**src/rtl/pipe_adder_pkg.sv**
```systemverilog
// pipe_adder_pkg: shared constants and helpers for the pipelined adder.
// Stage-count derivation, geometry check and CPU status flag layout.
package pipe_adder_pkg;

  // Bit positions of the adder flags in the CPU status register.
  localparam int FLAG_C = 0;
  localparam int FLAG_V = 1;
  localparam int FLAG_Z = 2;
  localparam int FLAG_W = 3;

  // Packed so that co lands on FLAG_C, ovf on FLAG_V, zero on FLAG_Z.
  typedef struct packed {
    logic zero;
    logic ovf;
    logic co;
  } flags_t;

  function automatic int calc_stages(
    input int width,
    input int chunk
  );
    return width / chunk;
  endfunction

  function automatic bit chunk_ok(
    input int width,
    input int chunk
  );
    return (chunk > 0) && (width >= chunk)
        && ((width % chunk) == 0);
  endfunction

endpackage

```
**src/rtl/adder_chunk.sv**
```systemverilog
// adder_chunk: N-bit generate/propagate ripple slice.
// Ports: a, b, ci in; s sum, co carry out, c_msb_in carry into bit N-1.
module adder_chunk #(
  parameter int N = 4
) (
  input  logic [N-1:0] a,
  input  logic [N-1:0] b,
  input  logic         ci,
  output logic [N-1:0] s,
  output logic         co,
  output logic         c_msb_in
);

  logic [N-1:0] g;
  logic [N-1:0] p;
  logic [N:0]   c;

  assign g = a & b;
  assign p = a | b;

  // Ripple kept in one block so the chain is a single evaluation.
  always_comb begin
    c = '0;
    c[0] = ci;
    for (int i = 0; i < N; i++) begin
      c[i+1] = g[i] | (p[i] & c[i]);
    end
  end

  assign s        = a ^ b ^ c[N-1:0];
  assign co       = c[N];
  assign c_msb_in = c[N-1];

endmodule

```
**src/rtl/pipe_adder.sv**
```systemverilog
// pipe_adder: pipelined WIDTH-bit add/sub, one CHUNK-bit slice per stage.
// Ports: clk, rst, in_valid/in_ready, a, b, sub, ci in; out_valid/out_ready, s, co, ovf, zero out.
module pipe_adder
  import pipe_adder_pkg::*;
#(
  parameter int WIDTH = 32,
  parameter int CHUNK = 8
) (
  input  logic             clk,
  input  logic             rst,
  input  logic             in_valid,
  output logic             in_ready,
  input  logic [WIDTH-1:0] a,
  input  logic [WIDTH-1:0] b,
  input  logic             sub,
  input  logic             ci,
  output logic             out_valid,
  input  logic             out_ready,
  output logic [WIDTH-1:0] s,
  output logic             co,
  output logic             ovf,
  output logic             zero
);

  localparam int STAGES = calc_stages(WIDTH, CHUNK);
  localparam int LAST   = STAGES - 1;

  if (!chunk_ok(WIDTH, CHUNK)) begin : g_bad
    $error("pipe_adder: WIDTH must be a multiple of CHUNK");
  end

  logic             stall;
  logic [WIDTH-1:0] b_eff;
  logic             c0;

  // The whole pipe freezes while the consumer refuses a result.
  assign stall    = out_valid & ~out_ready;
  assign in_ready = ~stall;

  assign b_eff = sub ? ~b : b;
  assign c0    = ci ^ sub;

  // Stage k sees slices k..STAGES-1 of the operands at bit 0 upward,
  // and the finished sum slices 0..k-1 from the previous stage.
  for (genvar k = 0; k < STAGES; k++) begin : g_stg
    localparam int RW = (STAGES - k) * CHUNK;
    localparam int SW = (k + 1) * CHUNK;

    logic [RW-1:0]    src_a;
    logic [RW-1:0]    src_b;
    logic             src_c;
    logic             src_v;
    logic [CHUNK-1:0] xs;
    logic             xco;
    logic [SW-1:0]    sum_d;
    logic [SW-1:0]    sum_q;
    logic             vld_q;

    if (k == 0) begin : g_head
      assign src_a = a;
      assign src_b = b_eff;
      assign src_c = c0;
      assign src_v = in_valid;
      assign sum_d = xs;
    end else begin : g_body
      assign src_a = g_stg[k-1].g_mid.ra_q;
      assign src_b = g_stg[k-1].g_mid.rb_q;
      assign src_c = g_stg[k-1].g_mid.cry_q;
      assign src_v = g_stg[k-1].vld_q;
      assign sum_d = {xs, g_stg[k-1].sum_q};
    end

    if (k == LAST) begin : g_tail
      logic xcm;

      adder_chunk #(
        .N(CHUNK)
      ) u_chunk (
        .a       (src_a[CHUNK-1:0]),
        .b       (src_b[CHUNK-1:0]),
        .ci      (src_c),
        .s       (xs),
        .co      (xco),
        .c_msb_in(xcm)
      );
    end else begin : g_mid
      logic [RW-CHUNK-1:0] ra_q;
      logic [RW-CHUNK-1:0] rb_q;
      logic                cry_q;

      adder_chunk #(
        .N(CHUNK)
      ) u_chunk (
        .a       (src_a[CHUNK-1:0]),
        .b       (src_b[CHUNK-1:0]),
        .ci      (src_c),
        .s       (xs),
        .co      (xco),
        .c_msb_in()
      );

      // Unconsumed operand slices ride along with the beat.
      always_ff @(posedge clk) begin
        if (rst) begin
          ra_q  <= '0;
          rb_q  <= '0;
          cry_q <= 1'b0;
        end else if (!stall) begin
          ra_q  <= src_a[RW-1:CHUNK];
          rb_q  <= src_b[RW-1:CHUNK];
          cry_q <= xco;
        end
      end
    end

    always_ff @(posedge clk) begin
      if (rst) begin
        vld_q <= 1'b0;
        sum_q <= '0;
      end else if (!stall) begin
        vld_q <= src_v;
        sum_q <= sum_d;
      end
    end
  end

  flags_t fl_d;
  flags_t fl_q;

  assign fl_d.co   = g_stg[LAST].xco;
  assign fl_d.ovf  = g_stg[LAST].g_tail.xcm ^ g_stg[LAST].xco;
  assign fl_d.zero = ~|g_stg[LAST].sum_d;

  always_ff @(posedge clk) begin
    if (rst) begin
      fl_q <= '0;
    end else if (!stall) begin
      fl_q <= fl_d;
    end
  end

  assign out_valid = g_stg[LAST].vld_q;
  assign s         = g_stg[LAST].sum_q;
  assign co        = fl_q.co;
  assign ovf       = fl_q.ovf;
  assign zero      = fl_q.zero;

endmodule

```
**config.mk**
```make
export PLATFORM = sky130hd
export DESIGN_NAME = pipe_adder
export DESIGN_NICKNAME = d
export VERILOG_FILES = /design/src/rtl/pipe_adder_pkg.sv /design/src/rtl/adder_chunk.sv /design/src/rtl/pipe_adder.sv
export SDC_FILE = /design/constraint.sdc
export NUM_CORES = 1
export LEC_CHECK = 0
export ABC_AREA = 1
export BUFFER_PORTS_ARGS = -buffer_cell sky130_fd_sc_hd__buf_2
export CORE_MARGIN = 5
export CORE_UTILIZATION = 30
export DETAILED_ROUTE_END_ITERATION = 7
export SYNTH_ARGS = -nofsm -noshare
export SYNTH_HDL_FRONTEND = slang
export SYNTH_SLANG_ARGS = --single-unit
```
**constraint.sdc**
```tcl
create_clock -name clk -period 3.5 [get_ports clk]
set_input_delay 0 -clock clk [delete_from_list [all_inputs] [get_ports clk]]
set_output_delay 0 -clock clk [all_outputs]
set_load 0.02 [all_outputs]
```
Yosys cells after proc, flatten, opt, wreduce, memory -nomap -nowiden
Index checks and enable logic that the tools add are counted.

word-level totals
  output and inout bits = 37
  logic and storage cells = 109
  input port bits = 70
  bits in registers = 186

operators by class
  bitwise operators = 86
  mux-type cells = 1
  reductions and logical operators = 2

operators by type and width
  kind               count
  $xor A8 B8 Y8      8
  $and A1 B1 Y1      33
  $and A8 B8 Y8      4
  $mux W32           1
  $not A32 Y32       1
  $or A1 B1 Y1       32
  $or A8 B8 Y8       4
  $reduce_or A32 Y1  1
  $not A1 Y1         2
  $xor A1 B1 Y1      2
  $logic_not A1 Y1   1

Depth between registers and ports, before layout
Gate-level depths: netlist of run 1.

  depth after elaboration = 19
  mapped depth = 17
  mapped depth without buffers = 17

Modules after synthesis
A second synthesis of run 1 with hierarchy kept.

second synthesis, totals
  cell total of the unflattened synthesis = 896
  area total of the unflattened synthesis = 7494.7 um^2

modules (own cells, without submodules)
  module       cells each  sequential area each (um^2)  area an instance (um^2)  instances
  pipe_adder   824         3723.6                       6703.9                   1
  adder_chunk  18          0.0                          197.7                    4

Worst setup path after synthesis of run 1
No wires, ideal clock.

  path kind = input to register
  start = input port sub
  end = register g_stg[0].sum_q[7]
  data required time = 3.384 ns
  setup slack = -0.001 ns
  stages on the path = 15
  setup time = 0.116 ns
  buffers on the path = 2
  data arrival time = 3.386 ns
  cells stage by stage = buf_4 > buf_4 > xor2_1 > fa_1 > inv_1 > fa_1 > fa_1 > fa_1 > fa_1 > inv_1 > fa_1 > fa_1 > fa_1 > nor2_1 > nor2_1

on the way
  word-level cells in the longest chain between the ends = 17
  elaborated cells on any way between the ends = 20
  classes of those cells = 1 x mux; 19 x bitwise

ends and longest elaborated chain
  item                                   line               source
  from (decl)                            pipe_adder.sv:15   input logic sub,
  $mux W32                               pipe_adder.sv:40   assign b_eff = sub ? ~b : b;
  $or A8 B8 Y8                           adder_chunk.sv:19  assign p = a | b;
  $and A1 B1 Y1                          adder_chunk.sv:26  c[i+1] = g[i] | (p[i] & c[i]);
  $or A1 B1 Y1                           adder_chunk.sv:26
  $and A1 B1 Y1                          adder_chunk.sv:26
  $or A1 B1 Y1                           adder_chunk.sv:26
  $and A1 B1 Y1                          adder_chunk.sv:26
  $or A1 B1 Y1                           adder_chunk.sv:26
  [... 2 more ...]                       n/a
  $and A1 B1 Y1                          adder_chunk.sv:26
  $or A1 B1 Y1                           adder_chunk.sv:26
  $and A1 B1 Y1                          adder_chunk.sv:26
  $or A1 B1 Y1                           adder_chunk.sv:26
  $and A1 B1 Y1                          adder_chunk.sv:26
  $or A1 B1 Y1                           adder_chunk.sv:26
  $xor A8 B8 Y8 (*)                      adder_chunk.sv:30  assign s = a ^ b ^ c[N-1:0];
  named net g_stg[0].g_mid.u_chunk.s[7]  adder_chunk.sv:9   output logic [N-1:0] s,
  to (signal assigned)                   pipe_adder.sv:122  sum_q <= sum_d;
  to (decl)                              pipe_adder.sv:56   logic [SW-1:0] sum_q;

Mark *: on every way through the listed nets, which the timed path passes. The rest lies on a longest branch.
A chain may end at the register's enable or synchronous reset.

Worst setup path after layout of run 1
  start = register g_stg[2].g_mid.ra_q[0]
  end = register fl_q (netlist bit zero)

on the way
  word-level cells in the longest chain between the ends = 18
  elaborated cells on any way between the ends = 20
  classes of those cells = 18 x bitwise; 2 x reduce/logical

ends and longest elaborated chain
  item                    line               source
  from (decl)             pipe_adder.sv:87   logic [RW-CHUNK-1:0] ra_q;
  from (signal assigned)  pipe_adder.sv:109  ra_q <= src_a[RW-1:CHUNK];
  $or A8 B8 Y8            adder_chunk.sv:19
  $and A1 B1 Y1           adder_chunk.sv:26
  $or A1 B1 Y1            adder_chunk.sv:26
  $and A1 B1 Y1           adder_chunk.sv:26
  $or A1 B1 Y1            adder_chunk.sv:26
  $and A1 B1 Y1           adder_chunk.sv:26
  $or A1 B1 Y1            adder_chunk.sv:26
  $and A1 B1 Y1           adder_chunk.sv:26
  [... 2 more ...]        n/a
  $or A1 B1 Y1            adder_chunk.sv:26
  $and A1 B1 Y1           adder_chunk.sv:26
  $or A1 B1 Y1            adder_chunk.sv:26
  $and A1 B1 Y1           adder_chunk.sv:26
  $or A1 B1 Y1            adder_chunk.sv:26
  $xor A8 B8 Y8 (*)       adder_chunk.sv:30
  $reduce_or A32 Y1 (*)   pipe_adder.sv:132  assign fl_d.zero = ~|g_stg[LAST].sum_d;
  $logic_not A1 Y1 (*)    pipe_adder.sv:132
  to (signal assigned)    pipe_adder.sv:138  fl_q <= fl_d;
  to (decl)               pipe_adder.sv:128  flags_t fl_q;

Every way passes the cells marked *; elsewhere a longest branch is shown, timed or not.

==> out/results.tsv, run 1 <==
metric	value	unit
status	finished clean	
Syn Std Cell Area	0.00746	mm2
share of cells above drive strength 1	16.1	%
clock latency on the worst-skew pair	0.43	ns
I/O Pins	107	
cell leakage power	3.78	nW
CTS tree	done	
post-route cell area	0.00931	mm2
Worst Skew	0.0161	ns
final hold vios	0	
Root Buffer	clkbuf_16	
Worst slew margin	52.0	%
Final #Nets	1084	
# port buffers	106	
first-pass GRT wire length	29400	um
drt pass-1 iters	4	
max-slew violation count	0	
most frequent cells in the layout	dfxtp_1 (185), nor2_1 (176), o21ai_0 (172)	
vias in the first global route	5583	
RSZ-0062 raised after global routing	true	
Worst setup EP type	flip-flop	
Critical Path Start	g_stg[2].g_mid.ra_q[0]	
Arr. time, crit path	3.84	ns
clock buffer depth	2	
number of DRC markers in iteration 0	430	
final count of negative-setup-slack endpoints	0	
GR Overflow Total	0	
WL final	17700	um
Reg2Reg Capture Point	zero	
Req. time, crit path	3.86	ns
Worst Hold Class	in -> reg	
Num CTS Buffers	17	
synthesized instance count	857	
row count	57	
kind of critical path	reg -> reg	
Placed Area	0.00811	mm2
via/cell ratio	4.41	
measured slew at the worst slew-check pin	0.720	ns
initial antenna violation count	0	
Seq/Total Area, Yosys	49.9	%
synth-to-layout area growth	24.9	%
final period utilization	99.4	%
DIE AREA	0.0281	mm2
Max Cap Viol	0	
area of the core	0.0244	mm2
starting density of the core	30.6	%
crit path to	zero	
die height	168	um
synth warn	0	
Reg2Reg Depth	17	
htree depth	4	
Reg-to-Reg Start	g_stg[2].g_mid.ra_q[0]	
CTS clock-pin slew for the worst setup and hold paths	0.07	ns
dpl hpwl	11400	um
power after layout	4.95	mW
Final GP Congestion	0.754	
r2r setup slk	0.02	ns
GRT Overall Usage	12.7	%
maximum achievable frequency	287	MHz
power density over cell area	531	mW/mm2
Unique masters post-synth	19	
diodes inserted	0	
Synth Register Bits	186	
Clock Sinks	186	
crit-path max FO	2	
syn nets	959	
Routed Antenna Nets	0	
die width	168	um
Avg Cell Area, Syn	8.70	um2
DR vias	5822	
peak supply drop	0.000353	V
Avg WL per Cell	13.4	um
CP startpoint kind	flip-flop	
Tmin final	3.48	ns
most common cell after layout, fill and taps aside	dfxtp_1	
drt drc	0	
largest net degree at the start of global routing	132	
[sequential cells by signal, summed over array words and instances, names as in the netlist]
name,flops
co,1
g_stg.g_mid.cry_q,3
g_stg.g_mid.ra_q,48
g_stg.g_mid.rb_q,48
g_stg.sum_q,48
g_stg.vld_q,3
out_valid,1
ovf,1
s,32
zero,1
[cell usage after synthesis]
master | n | share of area [%]
o21ai_0 | 172 | 12
nor2_1 | 176 | 8.9
dfxtp_1 | 186 | 50
fa_1 | 32 | 8.6
a21oi_1 | 104 | 7.0
nand2_1 | 11 | 0.55
nand3_1 | 2 | 0.13
nand2_4 | 1 | 0.15
inv_2 | 3 | 0.15
clkbuf_2 | 8 | 0.54
xnor2_1 | 29 | 3.4
xor2_1 | 5 | 0.59
o21ai_1 | 12 | 0.81
buf_4 | 4 | 0.40
inv_1 | 58 | 2.9
clkbuf_1 | 6 | 0.30
buf_2 | 35 | 2.3
buf_6 | 11 | 1.7
nand4_1 | 2 | 0.17
[routing by layer]
layer  GRT usage, %  wire (um)  up-vias
met5              0          0        -
met4           3.56        151        0
met3           2.64        477        6
met2           17.8       7380      115
met1           19.7       9670     2662
li1               -          -     3039
[critical path: stages (launching register included)]
cell     delay (ns)
dfxtp_1        0.32
inv_1          0.06
fa_1           0.43
inv_2          0.07
fa_2           0.19
fa_2           0.20
fa_2           0.19
fa_1           0.17
inv_1          0.06
fa_2           0.34
fa_2           0.35
fa_1           0.53
nand2_1        0.07
nor2_1         0.10
nand2_1        0.05
nor2_1         0.08
nand3_1        0.09
a21oi_2        0.12
[area by class of cell]
class                           instances  area [um2]
Timing Repair Buffer                  170        1190
Sequential cell                       186        3720
Clock inverter                         14         171
Tap cell                              324         405
Multi-Input combinational cell        546        3150
Clock buffer                           18         439
Fill cell                            2493       15100
Inverter                               61         234
[stage by stage]
step	std cells	setup WS [ns]	setup TNS [ns]	hold WS [ns]	utilization, %
final	1319	0.0208	0	0.0513	38.2
after global routing	1319	-0.155	-0.155	0.0576	38.2
after CTS	1318	0.00181	0	0.00118	38.1
after detailed placement	1229	-0.0507	-0.0507	0.226	33.2
after global placement	1229	0.0460	0	0.225	33.2
after floorplan	857	0.0228	0	0.0691	-
[kinds of logic after synthesis]
logic type	Yosys count	synth area share [%]
buffers and inverters	125	8.32
AND/OR/NAND/NOR	192	9.86
XOR/XNOR	34	3.99
adder cells (fa/ha/maj)	32	8.59
AO/OA/AOI/OAI	288	19.3
flip-flops	186	49.9
[worst min path at each step]
stage,cells past startpoint,end,start,slack (ns)
6_report,4,g_stg[0].sum_q[3],a[3],0.05
5_1_grt,4,g_stg[0].sum_q[3],a[3],0.06
4_1_cts,4,g_stg[0].sum_q[3],a[3],0.001
3_5_place_dp,3,g_stg[0].g_mid.ra_q[12],a[20],0.23
3_3_place_gp,3,g_stg[0].g_mid.ra_q[9],a[17],0.22
2_1_floorplan,1,out_valid,rst,0.07
[report_power, final]
group	internal [mW]	switching (mW)
Clock	1.05	0.918
Combinational	0.273	0.348
Sequential	2.28	0.0793
Total	3.60	1.35
[what timing repair did]
| action | 4_1_cts | 5_1_grt |
|---|---|---|
| endpoints found under the setup margin | 1 | 2 |
| resized for setup | 5 | 4 |
| pin swaps | 2 | 2 |
| buffers inserted | 1 | 1 |
| hold endpoints to repair | 57 | 0 |
| hold buffers | 56 | 0 |
Power figures use the tool's default switching activity.
==> run 2, diff against run 1 <==
==> constraint.sdc (replaced) <==
create_clock -name clk -period 3.8 [get_ports clk]
set_input_delay 0 -clock clk [delete_from_list [all_inputs] [get_ports clk]]
set_output_delay 0 -clock clk [all_outputs]
set_load 0.02 [all_outputs]
==> out/results.tsv, run 2 (synthesized netlist as in run 1, its figures left out) <==
metric	value	unit
most common cell after layout, fill and taps aside	dfxtp_1	
maximum achievable frequency	278	MHz
measured slew at the worst slew-check pin	0.898	ns
DR vias	5860	
number of DRC markers in iteration 0	370	
clock latency on the worst-skew pair	0.43	ns
clock share of power	37.9	%
dpl hpwl	11500	um
via/cell ratio	4.46	
# port buffers	106	
die height	168	um
row count	57	
Arr. time, crit path	3.95	ns
Req. time, crit path	4.16	ns
flip-flop and latch area	0.00373	mm2
GR Overflow Total	0	
kind of critical path	reg -> reg	
Root Buffer	clkbuf_16	
power density over cell area	480	mW/mm2
Worst slew margin	40.1	%
vias in the first global route	5557	
Sequential Power Share	49.1	%
I/O Pins	107	
Worst setup EP type	flip-flop	
final core utilization	37.9	%
Worst Skew	0.00912	ns
combinational share of power	13.0	%
switching pwr	1.21	mW
synth-to-layout area growth	23.8	%
initial antenna violation count	0	
starting density of the core	30.6	%
Hold Worst Slack	0.0180	ns
status	finished clean	
drt pass-1 iters	4	
area of the core	0.0244	mm2
CP peak stage delay	0.55	ns
most frequent cells in the layout	dfxtp_1 (184), nor2_1 (175), o21ai_0 (172)	
CTS tree	done	
largest registers	g_stg.g_mid.ra_q (48), g_stg.g_mid.rb_q (48), g_stg.sum_q (48)	
final period utilization	94.6	%
power after layout	4.43	mW
Worst Hold Class	in -> reg	
clock buffer depth	2	
cell leakage power	3.73	nW
switching part of the total	27.4	%
Num CTS Buffers	17	
Setup WS pre-CTS	0.213	ns
RSZ-0062 raised after global routing	true	
share of cells above drive strength 1	16.5	%
largest net degree at the start of global routing	127	
Max Cap Viol	0	
setup TNS	0	ns
CP max-delay cell	fa_1	
DIE AREA	0.0281	mm2
final count of negative-setup-slack endpoints	0	
Final GP Congestion	0.769	
peak supply drop	0.000286	V
crit path cell chain	inv_2 -> fa_2 -> inv_2 -> fa_2 -> fa_2 -> fa_2 -> fa_2 -> inv_2 -> fa_2 -> fa_2 -> fa_1 -> nand2_1 -> nor2_1 -> nand2_1 -> nor2_2 -> nand3_2 -> a21oi_2	
WL final	17900	um
final-layout fill cell count	2569	
multi-input logic area	0.00315	mm2
total internal power	3.22	mW
final hold vios	0	
Clock Sinks	186	
die width	168	um
setup slack after layout	0.207	ns
GRT Overall Usage	12.7	%
max-slew violation count	0	
Avg WL per Cell	13.6	um
htree depth	4	
diodes inserted	0	
Tmin final	3.59	ns
CP startpoint kind	flip-flop	
crit-path max FO	2	
first-pass GRT wire length	29200	um
Routed Antenna Nets	0	
drt drc	0	
CTS clock-pin slew for the worst setup and hold paths	0.07	ns
Final #Nets	1080	
CP most frequent cell	fa_2	
[run 2: changes by cell type in the layout (fill, tap and decap cells not counted), sizes merged]
cell         change
inv              -3
clkinvlp         +2
buf              -2
clkinv           +2
dlygate4sd3      -2
bufinv           -1
[run 2: area by class of cell]
| cell class | instances | area share, % |
|---|---|---|
| clock buffer | 18 | 4.65 |
| sequential | 186 | 40.3 |
| multi-input combinational | 546 | 34.1 |
| tap | 324 | 4.39 |
| inverter | 61 | 2.53 |
| clock inverter | 14 | 1.46 |
| timing repair buffer | 166 | 12.5 |
[run 2: worst max-delay path: cells and delay by family (launching register included)]
| family | cells | cell delay [ns] |
|---|---|---|
| and+or+nand+nor | 5 | 0.40 |
| buffers and inverters | 3 | 0.15 |
| AOI/OAI and AO/OA | 1 | 0.14 |
| DFF | 1 | 0.34 |
| adders and majority gates | 8 | 2.51 |
[run 2: path summary, 6_finish.rpt]
check | from | to | slack (ns) | cells after the start
min | a[4] | g_stg[0].sum_q[4] | 0.02 | 4
max reg2reg | g_stg[2].g_mid.cry_q | zero | 0.21 | 17
max | g_stg[2].g_mid.cry_q | zero | 0.21 | 17
min reg2reg | g_stg[2].g_mid.ra_q[0] | g_stg[2].g_mid.ra_q[0] | 0.47 | 2
[run 2: power groups by stage]
stage | clock network (mW) | registers (mW) | logic [mW]
5_1_grt | 1.81 | 2.20 | 0.660
4_1_cts | 1.73 | 2.18 | 0.578
2_1_floorplan | 0 | 2.23 | 0.336
3_3_place_gp | 0 | 2.22 | 0.522
6_report | 1.68 | 2.18 | 0.576
3_5_place_dp | 0 | 2.22 | 0.531
[run 2: repair_timing]
action | 4_1_cts | 5_1_grt
buffers inserted | 0 | 1
endpoints found under the hold margin | 55 | 0
gates resized for setup | 0 | 17
hold buffers | 54 | 0
endpoints found under the setup margin | 0 | 1
[run 2: per-stage QoR]
stage | cell area (um2) | instances
floorplan | 7460 | 857
CTS | 9200 | 1314
global route | 9240 | 1315
finish | 9240 | 1315
global placement | 8090 | 1228
detailed placement | 8090 | 1228
[run 2: metal layers]
layer	GRT usage, %	wire length (um)
met5	0	0
met4	3.42	179
met3	2.38	439
met2	17.6	7470
met1	19.9	9810
==> run 3, diff against run 2 <==
--- a/config.mk
+++ b/config.mk
@@ -6,10 +6,13 @@
 export NUM_CORES = 1
 export LEC_CHECK = 0
 export ABC_AREA = 1
-export BUFFER_PORTS_ARGS = -buffer_cell sky130_fd_sc_hd__buf_2
+export BUFFER_PORTS_ARGS = -buffer_cell sky130_fd_sc_hd__buf_4
+export CELL_PAD_IN_SITES_DETAIL_PLACEMENT = 1
+export CELL_PAD_IN_SITES_GLOBAL_PLACEMENT = 1
 export CORE_MARGIN = 5
 export CORE_UTILIZATION = 30
 export DETAILED_ROUTE_END_ITERATION = 7
+export PLACE_DENSITY_LB_ADDON = 0.1
 export SYNTH_ARGS = -nofsm -noshare
 export SYNTH_HDL_FRONTEND = slang
 export SYNTH_SLANG_ARGS = --single-unit
==> out/results.tsv, run 3 (synthesized netlist as in run 1, its figures left out) <==
metric	value	unit
status	finished clean	
DIE AREA	0.0281	mm2
Worst setup EP type	flip-flop	
WL final	19100	um
largest registers	g_stg.g_mid.ra_q (48), g_stg.g_mid.rb_q (48), g_stg.sum_q (48)	
final count of negative-setup-slack endpoints	0	
CTS tree	done	
CP startpoint kind	flip-flop	
Routed met3 length	566	um
I/O Pins	107	
row count	57	
vias in the first global route	5956	
diodes inserted	0	
Root Buffer	clkbuf_16	
DR vias	5854	
Arr. time, crit path	3.85	ns
Tmin final	3.52	ns
final hold vios	0	
Worst Skew	0.0118	ns
clock latency on the worst-skew pair	0.44	ns
final period utilization	92.8	%
# port buffers	106	
dpl hpwl	12200	um
most common cell after layout, fill and taps aside	dfxtp_1	
post-CTS setup buffers	0	
initial antenna violation count	0	
Req. time, crit path	4.13	ns
cell leakage power	3.83	nW
maximum achievable frequency	284	MHz
largest net degree at the start of global routing	142	
Max Cap Viol	0	
most frequent cells in the layout	dfxtp_1 (186), nor2_1 (176), o21ai_0 (172)	
synth-to-layout area growth	27.4	%
Worst slew margin	41.5	%
power density over cell area	481	mW/mm2
die width	168	um
Num CTS Buffers	17	
area of the core	0.0244	mm2
Final #Nets	1081	
kind of critical path	reg -> reg	
Avg WL per Cell	14.5	um
CTS clock-pin slew for the worst setup and hold paths	0.07	ns
WL met1	10200	um
clock buffer depth	2	
crit-path max FO	2	
starting density of the core	30.6	%
Worst Hold Class	in -> reg	
peak supply drop	0.000218	V
GRT Overall Usage	13.8	%
first-pass GRT wire length	31500	um
Final GP Congestion	0.724	
DR top layer	met4	
post-route cell area	0.00950	mm2
htree depth	4	
number of DRC markers in iteration 0	343	
via/cell ratio	4.45	
Detail Route met2 WL	8180	um
share of cells above drive strength 1	15.1	%
measured slew at the worst slew-check pin	0.878	ns
drt pass-1 iters	4	
RSZ-0062 raised after global routing	false	
die height	168	um
Routed Antenna Nets	0	
GR Overflow Total	0	
setup TNS	0	ns
Placed Area	0.00836	mm2
Clock Sinks	186	
drt drc	0	
max-slew violation count	0	
==> run 3: power by group <==
group	switching, mW	leakage [nW]	total (mW)	internal [mW]
Clock	0.888	0.286	1.78	0.892
Sequential	0.0800	1.53	2.18	2.10
Combinational	0.324	2.01	0.604	0.280
==> run 3: metrics by stage <==
stage | hold WS, ns | power (mW) | util, % | setup slack, ns | cells
after global routing | 0.0333 | 4.83 | 39.0 | 0.0474 | 1316
final | 0.0221 | 4.57 | 39.0 | 0.275 | 1316
after floorplan | 0.0691 | 2.57 | - | 0.299 | 857
after global placement | 0.217 | 2.79 | 34.3 | 0.306 | 1230
after detailed placement | 0.217 | 2.80 | 34.3 | 0.273 | 1230
after CTS | 0.000849 | 4.65 | 39.0 | 0.255 | 1316
==> run 3: what timing repair did <==
| action | 4_1_cts | 5_1_grt |
|---|---|---|
| hold buffers | 54 | 0 |
| gates resized for setup | 0 | 1 |
| endpoints found under the hold margin | 55 | 0 |
| endpoints found under the setup margin | 0 | 1 |
==> run 3: critical path, stage by stage (launching register included) <==
cell and delay (ns):
dfxtp_1 0.30, inv_1 0.09, fa_1 0.17, inv_1 0.05, fa_1 0.37, fa_1 0.40, fa_1 0.40, fa_1 0.39
inv_1 0.08, fa_1 0.18, fa_2 0.22, fa_1 0.43, nand2_1 0.08, nor2_1 0.04, nand2_1 0.05, nor2_1 0.04
nand3_1 0.07, a21oi_1 0.06
==> run 3: final timing paths <==
kind | cells after the start | slack, ns | to | startpoint
worst max-delay path | 17 | 0.28 | zero | g_stg[2].g_mid.ra_q[0]
worst min register to register | 2 | 0.48 | g_stg[0].g_mid.cry_q | g_stg[0].g_mid.cry_q
worst max register to register | 17 | 0.28 | zero | g_stg[2].g_mid.ra_q[0]
worst min-delay path | 4 | 0.02 | g_stg[0].sum_q[3] | a[3]
==> run 3: area by class of cell <==
type	instances	area [um2]
Multi-Input combinational cell	546	3130
Fill cell	2879	14900
Sequential cell	186	3720
Clock buffer	17	425
Timing Repair Buffer	167	1410
Tap cell	324	405
Clock inverter	15	174
Inverter	61	234
==> run 3: layer usage <==
layer	up-vias	global-route usage, %
li1	3027	-
met1	2726	20.7
met2	83	20.1
met3	18	2.57
met4	0	3.92
met5	-	0
